## src/rtl/nba_write_merge_queue.sv

```systemverilog
// Byte-masked write-coalescing FIFO. A write to the same address as the youngest
// queued entry is merged into it byte by byte (last write wins). Other writes
// allocate a new entry. Entries leave in order, each as one masked update.
// Ports:
//   clk, rst_n                       clock, async active-low reset
//   in_valid/in_ready                write request handshake (in_ready = !full, registered)
//   in_addr/in_data/in_strb          write address, data, byte enables
//   out_valid/out_ready              head entry handshake
//   out_addr/out_data/out_strb       head entry contents (strb=0 lanes read as 0)
//   count                            occupied entries
module nba_write_merge_queue #(
  parameter int unsigned DATA_W = 32,
  parameter int unsigned ADDR_W = 4,
  parameter int unsigned DEPTH  = 4
) (
  input  logic                         clk,
  input  logic                         rst_n,
  input  logic                         in_valid,
  output logic                         in_ready,
  input  logic [ADDR_W-1:0]            in_addr,
  input  logic [DATA_W-1:0]            in_data,
  input  logic [DATA_W/8-1:0]          in_strb,
  output logic                         out_valid,
  input  logic                         out_ready,
  output logic [ADDR_W-1:0]            out_addr,
  output logic [DATA_W-1:0]            out_data,
  output logic [DATA_W/8-1:0]          out_strb,
  output logic [$clog2(DEPTH):0]       count
);

  localparam int unsigned STRB_W = DATA_W / 8;
  localparam int unsigned PTR_W  = $clog2(DEPTH);
  localparam int unsigned CNT_W  = PTR_W + 1;

  logic [ADDR_W-1:0] r_addr [DEPTH];
  logic [DATA_W-1:0] r_data [DEPTH];
  logic [STRB_W-1:0] r_strb [DEPTH];
  logic [PTR_W-1:0]  r_head;
  logic [PTR_W-1:0]  r_tail;
  logic [CNT_W-1:0]  r_count;
  logic              r_in_ready;
  logic              r_out_valid;

  logic              w_push;
  logic              w_pop;
  logic              w_merge;
  logic              w_alloc;
  logic [PTR_W-1:0]  w_tail_m1;
  logic [DATA_W-1:0] w_tail_data;
  logic [DATA_W-1:0] w_new_data;
  logic [DATA_W-1:0] w_mrg_data;
  logic [CNT_W-1:0]  w_count_nxt;

  assign w_push      = in_valid & r_in_ready;
  assign w_pop       = r_out_valid & out_ready;
  assign w_tail_m1   = r_tail - PTR_W'(1);
  assign w_tail_data = r_data[w_tail_m1];

  // Only the youngest entry merges; a head that is leaving this cycle is left alone.
  assign w_merge = (r_count != '0) && (r_addr[w_tail_m1] == in_addr) &&
                   !((r_count == CNT_W'(1)) && w_pop);
  assign w_alloc = w_push & ~w_merge;

  // Per-lane data for a fresh entry and for a merge into the youngest entry.
  always_comb begin
    w_new_data = '0;
    w_mrg_data = '0;
    for (int b = 0; b < int'(STRB_W); b++) begin
      w_new_data[b*8 +: 8] = in_strb[b] ? in_data[b*8 +: 8] : 8'h00;
      w_mrg_data[b*8 +: 8] = in_strb[b] ? in_data[b*8 +: 8] : w_tail_data[b*8 +: 8];
    end
  end

  // Occupancy changes only when exactly one of allocate/pop happens.
  always_comb begin
    w_count_nxt = r_count;
    if (w_alloc && !w_pop) begin
      w_count_nxt = r_count + CNT_W'(1);
    end else if (!w_alloc && w_pop) begin
      w_count_nxt = r_count - CNT_W'(1);
    end
  end

  // Queue storage, pointers and registered flags.
  always_ff @(posedge clk or negedge rst_n) begin
    if (!rst_n) begin
      for (int i = 0; i < int'(DEPTH); i++) begin
        r_addr[i] <= '0;
        r_data[i] <= '0;
        r_strb[i] <= '0;
      end
      r_head      <= '0;
      r_tail      <= '0;
      r_count     <= '0;
      r_in_ready  <= 1'b1;
      r_out_valid <= 1'b0;
    end else begin
      // Pop and allocate never hit the same slot: allocate implies not full,
      // and pop implies not empty.
      if (w_pop) begin
        r_addr[r_head] <= '0;
        r_data[r_head] <= '0;
        r_strb[r_head] <= '0;
        r_head         <= r_head + PTR_W'(1);
      end
      if (w_alloc) begin
        r_addr[r_tail] <= in_addr;
        r_data[r_tail] <= w_new_data;
        r_strb[r_tail] <= in_strb;
        r_tail         <= r_tail + PTR_W'(1);
      end else if (w_push) begin
        r_data[w_tail_m1] <= w_mrg_data;
        r_strb[w_tail_m1] <= r_strb[w_tail_m1] | in_strb;
      end
      r_count     <= w_count_nxt;
      r_in_ready  <= (w_count_nxt != CNT_W'(DEPTH));
      r_out_valid <= (w_count_nxt != '0);
    end
  end

  assign in_ready  = r_in_ready;
  assign out_valid = r_out_valid;
  assign out_addr  = r_addr[r_head];
  assign out_data  = r_data[r_head];
  assign out_strb  = r_strb[r_head];
  assign count     = r_count;

endmodule

```

## config.mk

```make
export PLATFORM = sky130hd
export DESIGN_NAME = nba_write_merge_queue
export DESIGN_NICKNAME = d
export VERILOG_FILES = /design/src/rtl/nba_write_merge_queue.sv
export SDC_FILE = /design/constraint.sdc
export NUM_CORES = 1
export LEC_CHECK = 0
export ABC_AREA = 1
export CAP_MARGIN = 20
export CORE_MARGIN = 2
export CORE_UTILIZATION = 30
export DETAILED_ROUTE_END_ITERATION = 7
export HOLD_SLACK_MARGIN = 0.08
export SLEW_MARGIN = 0
export SYNTH_ARGS = -nofsm -noshare
export SYNTH_HDL_FRONTEND = slang
export SYNTH_SLANG_ARGS = --single-unit
```

## constraint.sdc

```tcl
create_clock -name clk -period 4.45 [get_ports clk]
set_input_delay 0.89 -clock clk [delete_from_list [all_inputs] [get_ports clk]]
set_output_delay 0.89 -clock clk [all_outputs]
set_load 0.02 [all_outputs]
```

==> key figures <==
Logic synthesis
  – Top cells by area, synth: dfrtp_1 (34%), nand2_1 (18%), o21ai_0 (14%), o211ai_1 (7.1%), nor2_1 (3.5%)
  – Synthesized instance count: about 1.8k
  – Share of the synthesized area in the top cell type: 0.339
  – Synth area leader: dfrtp_1
  – Syn_nets: around 1.9k
  – Yosys warnings: 0
  – Seq/Total Area, Yosys: 0.341
  – Syn_area_per_cell: approximately 6.7 sq um
  – #FFs+latches synth: between 150 and 200
  – Syn Std Cell Area: between 0.01 and 0.015 sq mm
  – Cell variety after synth: 33

Floorplanning
  – Die Span X: approximately 210 um
  – # IOs: ~90
  – Floorplan Core Area: 0.0408 sq mm
  – Starting Density: 0.303
  – Die area: 0.0429 sq mm
  – Die Height: 207 um
  – Std-Cell Rows: 74

Timing
  – Final hold violations: 0
  – PnR worst setup slack: 662 ps
  – Final setup violation count: 0
  – Fin. max-slew vios: 0
  – Fin crit share: 0.851
  – WHS: around 480 ps
  – Crit path time final: roughly 3800 ps
  – Setup_tns: 0 ps
  – Slew headroom: 0.259
  – Worst Clk Skew: 14.9 ps
  – Worst-Margin Slew: ~1100 ps
  – RSZ-0062 raised after global routing: false
  – Fmax: 0.264 GHz

Setup path
  – Critical path data required time: between 3000 and 4000 ps
  – CP endpoint kind: primary output
  – Critical Path AT: between 2000 and 3000 ps
  – Critical path class: flip-flop to primary output
  – Critical path startpoint category: flip-flop
  – R2r worst-path depth: 12
  – Critical path peak fanout: between 80 and 90

Placed design
  – DPL Wire Length: about 26 mm
  – Setup Slack @ Placement: 852 ps
  – I/O Buffers: approximately 90
  – Placed cell area: 0.0136 sq mm
  – GP Congestion: about 0.8
  – Placed Instances: between 2k and 2.5k

Clock network
  – CTS Sinks: 169
  – TritonCTS clock tree: done
  – Post-CTS setup buffer count: 0
  – Bufs on Longest Clock Path: 2
  – H-Tree Depth: 4
  – Clock latency on the worst-skew pair: roughly 450 ps
  – Clk root buf: clkbuf_16
  – Post-CTS Resized: 0
  – Hold_buf cts: 0
  – CTS clk-pin slew, worst paths: ~60 ps
  – TritonCTS Buffers: 17

Route
  – Drt pass-1 iters: 7
  – Vias: roughly 14k
  – Routed Antenna Nets: 0
  – DRC: 0
  – WL final: between 40 and 50 mm
  – DR vias/cell: between 5 and 6
  – Routed length per instance: about 20 um
  – DR iter-0 viols: around 1.4k

Pwr
  – Leak: 6.70 nW
  – Worst VDD drop: between 400 and 500 uV
  – PwrDens: 922 mW/mm^2
  – Final Power: around 13 mW

GRT
  – First-pass GRT wire length: 72.6 mm
  – Largest net degree at the start of global routing: 94
  – Vias in the first global route: between 10k and 15k
  – All-Layer GR Usage: 0.211
  – Antenna violations before repair: 0
  – GRT overflow: 0

Layout
  – Core Util, Final: 0.347
  – Layout cells sized above 1: 0.0708
  – Synthesis-to-layout area growth: 14.5%
  – Fin nets: around 1.9k
  – # fillers: 4321
  – Design Area, Final: 0.0142 sq mm
  – Final std cells w/o fill: 2368
  – Most common cell after layout, fill and taps aside: nand2_1
  – # diodes: 0
  – Commonest cells after routing, fill and taps aside: nand2_1 (606), o21ai_0 (358), dfrtp_1 (166)

Flow run
  – Max cap viols: 0

Outcome
  – Status: finished, final reports clean

Hold path
  – Hold crit path type: primary input to async pin
[final timing paths]
path	slack (ps)	startpoint	endpoint
max	660	r_head[0]	out_data[16]
min	480	rst_n	out_valid
max reg2reg	820	r_tail[0]	r_data[74]
min reg2reg	550	r_tail[1]	r_tail[1]
max in group asynchronous	2990	rst_n	r_data[10]
min in group clk	550	r_tail[1]	r_tail[1]
[registers in the layout (all words and copies together), names as in the netlist]
register	cells
r_head	2
r_data	128
out_valid	1
r_tail	2
r_strb	16
count	3
r_addr	16
in_ready	1
[area by class of cell]
cell class | instances | area, sq um | area share
Multi-Input combinational cell | 1453 | 7250 | 0.511
Timing Repair Buffer | 123 | 1190 | 0.0842
Sequential cell | 169 | 4230 | 0.298
Tap cell | 532 | 666 | 0.0469
Clock buffer | 21 | 440 | 0.0310
Clock inverter | 11 | 173 | 0.0122
Inverter | 59 | 229 | 0.0161
[cell families (layout without fill, tap and decap cells)]
kind of cell	count (synthesis)	count (layout)	share of synthesized area
buffers and inverters	220	214	0.0745
XOR/XNOR	2	2	0.00141
AND/OR/NAND/NOR	763	763	0.238
flip-flops	169	169	0.341
adder cells (fa/ha/maj)	12	12	0.0121
AO/OA/AOI/OAI	676	676	0.333
[report_power, final]
group | total [mW] | internal [mW] | switching, mW
clock network | 1.63 | 0.941 | 0.690
registers | 2.84 | 2.28 | 0.559
logic | 8.61 | 2.93 | 5.68
[layer usage]
layer | vias up | global-route usage | wire length, um
li1 | 6299 | - | -
met1 | 6532 | 0.279 | 19800
met2 | 644 | 0.344 | 21200
met3 | 104 | 0.0377 | 3920
met4 | 0 | 0.0810 | 1270
met5 | - | 0 | 0
[synthesized netlist by cell type (all sizes together)]
library cell,instances
o21bai,1
buf,48
o21ai,389
o31ai,4
a21oi,72
a221o,32
xor2,2
nor2,117
ha,12
o22ai,40
dfrtp,168
inv,59
o211ai,138
nand2,612
clkbuf,113
dfstp,1
nand4,2
nand3,32
[critical path: stages, from the launching register on]
cell and delay, ps:
dfrtp_2 360, buf_4 790, o21ai_0 220, o22ai_1 350, clkdlybuf4s50_1 690
No activity file was read; power rests on OpenSTA's default activity.
